--- config.mk ---
export PLATFORM = sky130hd
export DESIGN_NAME = multicycle_controller
export DESIGN_NICKNAME = d
export VERILOG_FILES = /design/src/rtl/multicycle_controller_pkg.sv /design/src/rtl/multicycle_controller_branch_resolver.sv /design/src/rtl/multicycle_controller.sv
export SDC_FILE = /design/constraint.sdc
export NUM_CORES = 1
export LEC_CHECK = 0
export CORE_ASPECT_RATIO = 1.25
export CORE_MARGIN = 8
export CORE_UTILIZATION = 30
export CTS_BUF_LIST = sky130_fd_sc_hd__clkbuf_16
export DETAILED_ROUTE_END_ITERATION = 10
export PLACE_DENSITY = 0.65
export RECOVER_POWER = 50
export SLEW_MARGIN = 20
export SYNTH_ARGS = -nofsm -noshare
export SYNTH_HDL_FRONTEND = slang
export SYNTH_SLANG_ARGS = --single-unit
--- constraint.sdc ---
create_clock -name clk -period 1.6 [get_ports clk]
set_input_delay 0.24 -clock clk [delete_from_list [all_inputs] [get_ports clk]]
set_output_delay 0.24 -clock clk [all_outputs]
set_load 0.05 [all_outputs]
--- src/rtl/multicycle_controller_pkg.sv ---
// riscv_ctrl_pkg: opcodes, 4-bit state encodings and datapath select encodings for the multicycle controller
package riscv_ctrl_pkg;
  localparam logic [6:0] OP_LOAD   = 7'b0000011;
  localparam logic [6:0] OP_STORE  = 7'b0100011;
  localparam logic [6:0] OP_R      = 7'b0110011;
  localparam logic [6:0] OP_I      = 7'b0010011;
  localparam logic [6:0] OP_BRANCH = 7'b1100011;
  localparam logic [6:0] OP_JAL    = 7'b1101111;
  localparam logic [6:0] OP_JALR   = 7'b1100111;
  localparam logic [6:0] OP_LUI    = 7'b0110111;
  localparam logic [6:0] OP_AUIPC  = 7'b0010111;
  typedef enum logic [3:0] {
    S_FETCH, S_DECODE, S_MEMADR, S_MEMREAD, S_MEMWB, S_MEMWRITE, S_EXECR, S_EXECI,
    S_ALUWB, S_BRANCH, S_JAL, S_JALR, S_JALRPC, S_LUI, S_AUIPC, S_TRAP
  } state_t;
  typedef enum logic [1:0] {RS_ALUOUT, RS_DATA, RS_ALURES, RS_IMM} result_src_t;
  typedef enum logic [1:0] {SA_PC, SA_OLDPC, SA_RD1} src_a_t;
  typedef enum logic [1:0] {SB_RD2, SB_IMM, SB_FOUR} src_b_t;
  typedef enum logic [1:0] {ALU_ADD, ALU_SUB, ALU_FUNCT} alu_op_t;
  typedef enum logic [2:0] {IMM_I, IMM_S, IMM_B, IMM_J, IMM_U} imm_src_t;
endpackage

--- src/rtl/multicycle_controller_branch_resolver.sv ---
// branch_resolver: funct3 + ALU flags (Zero, ALUR31, ALU_Carry) -> taken, bad_funct3 for 010/011
module branch_resolver (
  input  logic [2:0] funct3,
  input  logic       Zero,
  input  logic       ALUR31,
  input  logic       ALU_Carry,
  output logic       taken,
  output logic       bad_funct3
);
  logic cond;
  always_comb begin
    cond = funct3[2] ? (funct3[1] ? ALU_Carry : ALUR31) : Zero;
    taken = cond ^ funct3[0];
    bad_funct3 = funct3[2:1] == 2'b01;
  end
endmodule

--- src/rtl/multicycle_controller.sv ---
// multicycle_controller: RV32I multicycle control FSM; op/funct3/ALU flags/mem_ready in, datapath selects, strobes, trap/bus_err, state_dbg out
module multicycle_controller
  import riscv_ctrl_pkg::*;
#(
  parameter bit MEM_WAIT_EN     = 1'b1,
  parameter int TIMEOUT_CYCLES  = 0,
  parameter bit TRAP_ON_ILLEGAL = 1'b1,
  parameter bit HAS_UPPER       = 1'b1
) (
  input  logic       clk,
  input  logic       reset,
  input  logic [6:0] op,
  input  logic [2:0] funct3,
  input  logic       Zero,
  input  logic       ALUR31,
  input  logic       ALU_Carry,
  input  logic       mem_ready,
  output logic       PCWrite,
  output logic       AdrSrc,
  output logic       mem_req,
  output logic       MemWrite,
  output logic       IRWrite,
  output logic       RegWrite,
  output logic [1:0] ResultSrc,
  output logic [1:0] ALUSrcA,
  output logic [1:0] ALUSrcB,
  output logic [1:0] ALUOp,
  output logic [2:0] ImmSrc,
  output logic       trap,
  output logic       bus_err,
  output logic [3:0] state_dbg
);
  localparam int CW = TIMEOUT_CYCLES > 0 ? $clog2(TIMEOUT_CYCLES + 1) : 1;
  state_t state, nxt, ill;
  logic [CW-1:0] cnt;
  logic trap_q, bus_err_q, ready, taken, bad_funct3, timeout, waiting;
  logic pc_write, mem_write, ir_write, reg_write, req;
  branch_resolver u_br (
    .funct3(funct3), .Zero(Zero), .ALUR31(ALUR31), .ALU_Carry(ALU_Carry),
    .taken(taken), .bad_funct3(bad_funct3)
  );
  assign ready = MEM_WAIT_EN ? mem_ready : 1'b1;
  // The cycle after the counter reaches the limit is a dead cycle: strobes off, flags visible, heading to TRAP.
  assign timeout = TIMEOUT_CYCLES > 0 && cnt == CW'(TIMEOUT_CYCLES);
  assign waiting = TIMEOUT_CYCLES > 0 && req && !ready;
  always_ff @(posedge clk or posedge reset)
    if (reset) begin
      state <= S_FETCH;
      cnt <= '0;
      trap_q <= 1'b0;
      bus_err_q <= 1'b0;
    end else begin
      state <= nxt;
      cnt <= (nxt != state) ? '0 : cnt + CW'(waiting);
      trap_q <= trap_q | (nxt == S_TRAP);
      bus_err_q <= bus_err_q | timeout;
    end
  always_comb begin
    nxt = state;
    ill = S_FETCH;
    if (TRAP_ON_ILLEGAL) ill = S_TRAP;
    pc_write = 1'b0;
    mem_write = 1'b0;
    ir_write = 1'b0;
    reg_write = 1'b0;
    req = 1'b0;
    AdrSrc = 1'b0;
    ResultSrc = RS_ALUOUT;
    ALUSrcA = SA_PC;
    ALUSrcB = SB_RD2;
    ALUOp = ALU_ADD;
    ImmSrc = IMM_I;
    case (state)
      S_FETCH: begin
        req = 1'b1;
        ALUSrcB = SB_FOUR;
        ResultSrc = RS_ALURES;
        ir_write = ready;
        pc_write = ready;
        if (ready) nxt = S_DECODE;
      end
      S_DECODE: begin
        ALUSrcA = SA_OLDPC;
        ALUSrcB = SB_IMM;
        ImmSrc = IMM_B;
        case (op)
          OP_LOAD, OP_STORE: nxt = S_MEMADR;
          OP_R:      nxt = S_EXECR;
          OP_I:      nxt = S_EXECI;
          OP_BRANCH: nxt = S_BRANCH;
          OP_JAL:    nxt = S_JAL;
          OP_JALR:   nxt = S_JALR;
          OP_LUI:    if (HAS_UPPER) nxt = S_LUI; else nxt = ill;
          OP_AUIPC:  if (HAS_UPPER) nxt = S_AUIPC; else nxt = ill;
          default:   nxt = ill;
        endcase
      end
      S_MEMADR: begin
        ALUSrcA = SA_RD1;
        ALUSrcB = SB_IMM;
        ImmSrc = op == OP_STORE ? IMM_S : IMM_I;
        if (op == OP_STORE) nxt = S_MEMWRITE; else nxt = S_MEMREAD;
      end
      S_MEMREAD: begin
        req = 1'b1;
        AdrSrc = 1'b1;
        if (ready) nxt = S_MEMWB;
      end
      S_MEMWB: begin
        ResultSrc = RS_DATA;
        reg_write = 1'b1;
        nxt = S_FETCH;
      end
      S_MEMWRITE: begin
        req = 1'b1;
        mem_write = 1'b1;
        AdrSrc = 1'b1;
        if (ready) nxt = S_FETCH;
      end
      S_EXECR: begin
        ALUSrcA = SA_RD1;
        ALUOp = ALU_FUNCT;
        nxt = S_ALUWB;
      end
      S_EXECI: begin
        ALUSrcA = SA_RD1;
        ALUSrcB = SB_IMM;
        ALUOp = ALU_FUNCT;
        nxt = S_ALUWB;
      end
      S_ALUWB: begin
        reg_write = 1'b1;
        nxt = S_FETCH;
      end
      S_BRANCH: begin
        ALUSrcA = SA_RD1;
        ALUOp = ALU_SUB;
        pc_write = taken & ~bad_funct3;
        if (bad_funct3) nxt = ill; else nxt = S_FETCH;
      end
      S_JAL: begin
        ALUSrcA = SA_OLDPC;
        ALUSrcB = SB_FOUR;
        pc_write = 1'b1;
        nxt = S_ALUWB;
      end
      S_JALR: begin
        ALUSrcA = SA_RD1;
        ALUSrcB = SB_IMM;
        nxt = S_JALRPC;
      end
      S_JALRPC: begin
        ALUSrcA = SA_OLDPC;
        ALUSrcB = SB_FOUR;
        pc_write = 1'b1;
        nxt = S_ALUWB;
      end
      S_LUI: begin
        ImmSrc = IMM_U;
        ResultSrc = RS_IMM;
        reg_write = 1'b1;
        nxt = S_FETCH;
      end
      S_AUIPC: begin
        ALUSrcA = SA_OLDPC;
        ALUSrcB = SB_IMM;
        ImmSrc = IMM_U;
        nxt = S_ALUWB;
      end
      default: nxt = S_TRAP;
    endcase
    if (timeout) begin
      nxt = S_TRAP;
      pc_write = 1'b0;
      mem_write = 1'b0;
      ir_write = 1'b0;
      reg_write = 1'b0;
      req = 1'b0;
    end
  end
  // Strobes drop combinationally while reset is held, not just at the next edge.
  assign PCWrite = pc_write & ~reset;
  assign MemWrite = mem_write & ~reset;
  assign IRWrite = ir_write & ~reset;
  assign RegWrite = reg_write & ~reset;
  assign mem_req = req & ~reset;
  assign trap = trap_q | timeout;
  assign bus_err = bus_err_q | timeout;
  assign state_dbg = state;
endmodule

Word level (Yosys, flattened, before mapping)
Index checks and enable logic that the tools add are counted.

cells by class
  equality and inequality tests = 25
  mux-type cells = 21
  bitwise operators = 10
  reduce and logical (&&, ||, !) cells = 13

operators with widths
  operator              count
  $pmux W4 S9           1
  $eq A4 B4 Y1 const B  8
  $pmux W4 S8           1
  $eq A7 B6 Y1 const B  3
  $eq A7 B7 Y1 const B  3
  $eq A4 B3 Y1 const B  4
  $mux W4               4
  $reduce_or A5 Y1      3
  $eq A7 B5 Y1 const B  2
  $pmux W2 S2           3
  $reduce_or A2 Y1      5
  $pmux W3 S3           1
  $reduce_or A3 Y1      3
  $eq A4 B2 Y1 const B  2
  $mux W1               8
  $eq A7 B2 Y1 const B  1
  $and A1 B1 Y1         6
  $pmux W2 S3           1
  $eq A4 B1 Y1 const B  1
  $logic_not A4 Y1      1
  $reduce_or A4 Y1      1
  $mux W3               1
  $pmux W1 S3           1
  $eq A2 B1 Y1 const B  1
  3 further kinds       4

word-level totals
  register bits after elaboration = 5
  input port bits = 16
  output and inout port bits = 23
  logic and storage cells = 71

Depth between registers and ports, before layout
  depth after elaboration = 6
  mapped depth = 7
  depth with buffers taken out = 6

Modules after synthesis
A second synthesis with hierarchy kept.

unflattened totals
  cell total of the unflattened synthesis = 111
  area, all modules = 798.3 sq um

by module, submodules not included
  module                 times used  cells each  area each (sq um)  sequential area each (sq um)
  multicycle_controller  1           106         764.5              125.1
  branch_resolver        1           5           33.8               0.0

Worst setup path before layout
Ideal clock, no wire load.

  path kind = flip-flop to output port
  start point = reg state[3], in the netlist state_dbg[3]
  end point = out ResultSrc[0]
  arrival = 2.332 ns
  path slack = -0.972 ns
  cell stages (with the launch flop) = 5
  path through = dfrtp_1 -> buf_2 -> buf_2 -> xor2_1 -> nor3b_1

on the way
  cells in the longest elaborated chain, start to end = 2
  elaborated cells on any way between the ends = 4

RTL lines
  item                                  RTL line                     source
  start, declared                       multicycle_controller.sv:34  state_t state, nxt, ill;
  start signal, assigned                multicycle_controller.sv:53  state <= nxt;
  $eq A4 B4 Y1 (tied with other cells)  multicycle_controller.sv:73  case (state)
  $pmux W2 S3 (*)                       multicycle_controller.sv:73
  end, declared                         multicycle_controller.sv:24  output logic [1:0] ResultSrc,

Every way passes the cells marked *; elsewhere a longest branch is shown, timed or not.

Final worst setup path
  start point = reg state[2], in the netlist state_dbg[2]
  end point = out PCWrite

on the way
  cells in the longest elaborated chain, start to end = 4
  elaborated cells on any way between the ends = 7

RTL lines
  item                        RTL line                      source
  $eq A4 B4 Y1                multicycle_controller.sv:73
  $reduce_or A2 Y1 (no line)  -
  $pmux W1 S3 (*)             multicycle_controller.sv:73
  $and A1 B1 Y1 (*)           multicycle_controller.sv:182  assign PCWrite = pc_write & ~reset;
  end, declared               multicycle_controller.sv:18   output logic PCWrite,

Marks and branches as above.

==> flow_metrics.py <==
metrics = {
    "synth": {
        "synth_top_flop_cell": "dfrtp_1",
        "async_reset_ff_frac": 1.000,
        "synth_cells": 101,
        "yosys_warnings": 0,
        "yosys.area.top_type_share": 0.1692,
        "syn_area_um2": 739.5,
        "yosysUniqueCellTypes": 49,
        "ys_seq_area_frac": 0.1692,
        "synth_seq_cells": 5,
        "yosys.cell_count.top_type": "nor2_1",
        "syn-num-nets": 117,
        "yosys-top-cells-count": "10 x nor2_1, 8 x a21oi_1, 8 x nand2_1",
        "synth_area_leaders": "dfrtp_1 17%, a21oi_1 5.4%, nor2_1 5.1%",
        "synth_edf_count": 0,
        "synth_largest_area_cell": "dfrtp_1",
        "avgSynthCellArea_um2": 7.321,
    },
    "worst_hold_path": {
        "hp-start": "trap$_DFF_PP0_",
        "hold_path_class": "flop to flop",
    },
    "floorplanning": {
        "start_util": 0.3111,
        "die_y_um": 71.51,
        "io_pins": 39,
        "dieArea_um2": 4319,
        "rows": 20,
        "core_area_um2": 2377,
        "die_w_um": 60.41,
    },
    "clock_network": {
        "cts-buffers-inserted": 3,
        "hold_buffers": 0,
        "h-tree-depth": 1,
        "root_buffer": "clkbuf_16",
        "insertion_delay_ps": 230,
        "cts_buffer_depth": 2,
        "path_clk_slew_ps": 30,
        "clock-sinks": 5,
        "cts_tree": "done",
    },
    "global_routing": {
        "grtUsageMet3": 0.03405,
        "grt-ovfl-total": 0,
        "antenna_found_initial": 0,
        "grtUsageMet2": 0.3357,
        "grt_pass1_vias": 1251,
        "grt_max_degree": 15,
        "grt_util_met1": 0.1742,
        "grtUsageTotal": 0.1783,
        "grt_first_pass_wirelength_um": 6016,
        "busiest_layer": "met2",
    },
    "power_and_ir_drop": {
        "peakVddDrop_mv": 2.028,
        "power_mw": 4.900,
        "p_per_area_nw_per_um2": 2346,
        "leakage_nw": 0.8593,
    },
    "timing": {
        "worst_pin_slew_ps": 605.3,
        "finClkSkew_ps": 2.967,
        "layout_setup_ws_ps": -333.5,
        "slew_violations": 0,
        "max-slew-margin-rel": 0.5982,
        "post-route-period-util": 1.208,
        "rsz0062_at_grt": "yes",
        "tns_ps": -2732,
        "fmax_mhz": 517.2,
        "hold_viol": 0,
        "setup_viol": 17,
        "period_needed_ps": 1934,
    },
    "critical_path": {
        "crit_start": "state_dbg[2]$_DFF_PP0_",
        "worstPathCellList": "nand2_2 -> a21boi_0 -> o21ai_1 -> a32oi_2 -> nor2_4 -> buf_12",
        "endpoint_kind": "primary output",
        "worstPathMaxFanout": 6,
        "critPathLaunchType": "flop",
        "critPathMaxStageDelay_ps": 520,
        "arrival_ps": 1690,
        "critPathKind": "flop to primary output",
        "cp.required_ps": 1360,
        "r2r_start": "state_dbg[2]$_DFF_PP0_",
        "cpMaxStageDelayCell": "dfrtp_4",
    },
    "route": {
        "drtIter0Drc": 57,
        "route.detailed.vias_per_inst": 5.526,
        "drt_wl_total_um": 4434,
        "drc": 0,
        "num_vias": 1177,
        "post_drt_wl_per_cell_um": 20.82,
        "ant_nets": 0,
        "drt-pass1-iter-count": 4,
    },
    "layout": {
        "area_growth_pct": 182.4,
        "n_antenna_cell": 0,
        "layout-drive-gt1-share": 0.6389,
        "fill_cells": 117,
        "nets": 197,
        "final_util": 0.8784,
        "post_layout_nonfiller_instances": 213,
    },
    "place": {
        "numPortBuffers": 37,
        "placedCellCount": 195,
        "dp_hpwl_um": 2429,
        "place.gp.congestion": 0.8009,
    },
    "run_status": {
        "violations": "setup timing",
        "outcome": "finished with violations",
    },
    "job": {
        "cap_violations": 0,
    },
}
==> per-layer routing <==
layer / share of wire / routed length, um
met1: 0.34 / 1496
met2: 0.54 / 2391
met3: 0.067 / 296
met4: 0.056 / 249
met5: 0 / 0
==> cells in the final DEF, fill, tap and decap left out, types with 3 or more instances in the layout <==
master,netlist,routed
buf_12,0,23
clkbuf_16,0,3
nand2_2,1,4
dfrtp_2,0,3
nand2_1,8,4
inv_1,5,4
clkdlybuf4s50_1,0,7
nor3_4,0,5
nor2_4,0,3
nor2_1,10,5
buf_6,1,13
a21oi_1,8,3
a21oi_2,0,3
buf_4,2,27
dlygate4sd2_1,0,7
==> cell type report <==
type	instances	area [um^2]	share of cell area
Clock inverter	1	3.754	0.001797
Sequential cell	5	132.6	0.06351
Clock buffer	3	75.07	0.03595
Timing Repair Buffer	81	973.4	0.4661
Tap cell	33	41.29	0.01977
Inverter	6	37.54	0.01797
Multi-Input combinational cell	84	824.5	0.3948
==> final timing paths <==
| kind | end | slack, ps | cells past startpoint |
|---|---|---|---|
| max in group asynchronous | state_dbg[2]$_DFF_PP0_ | 750 | 3 |
| worst min-delay path | trap$_DFF_PP0_ | 480 | 1 |
| worst min register to register | trap$_DFF_PP0_ | 480 | 1 |
| min in group asynchronous | state_dbg[2]$_DFF_PP0_ | 610 | 3 |
| worst max register to register | trap$_DFF_PP0_ | -170 | 5 |
| worst max-delay path | PCWrite | -330 | 6 |
==> per-stage QoR <==
step                      worst slack, ps  area, um^2  hold slack [ps]
final                              -333.5        2088            476.4
after detailed placement           -310.7        1692            459.6
after global routing               -357.4        2088            498.0
after global placement             -278.6        1692            456.8
after CTS                          -177.3        1996            438.8
after floorplan                    -485.1       898.4            23.65
==> critical path: cells and delay by family (launching register included) <==
family	cells	cell delay, ps
buffers and inverters	1	150
AO/OA/AOI/OAI	3	630
AND/OR/NAND/NOR	2	170
flip-flops	1	520
==> cells by family after synthesis <==
logic type | count (synthesis) | synth area share
AOI/OAI and AO/OA | 28 | 0.2521
xor gates and xnor gates | 5 | 0.05923
other | 1 | 0.005071
DFF | 5 | 0.1692
buffers and inverters | 12 | 0.08459
muxes | 2 | 0.02876
and+or+nand+nor | 48 | 0.4010
==> power breakdown <==
part           internal, mW  switching, mW
sequential            0.197          0.142
combinational          1.99           2.16
clock                 0.324         0.0855
total                  2.51           2.39
==> flip-flops by register name, summed over array words and instances, names as in the netlist <==
| register | cells |
|---|---|
| state_dbg | 4 |
| trap | 1 |
==> what timing repair did <==
item / in CTS / in global routing
pin swaps: 20 / 9
cloned: 0 / 0
setup buffers: 8 / 6
endpoints found under the setup margin: 17 / 18
resized for setup: 43 / 12
(Power assumes the default switching activity.)
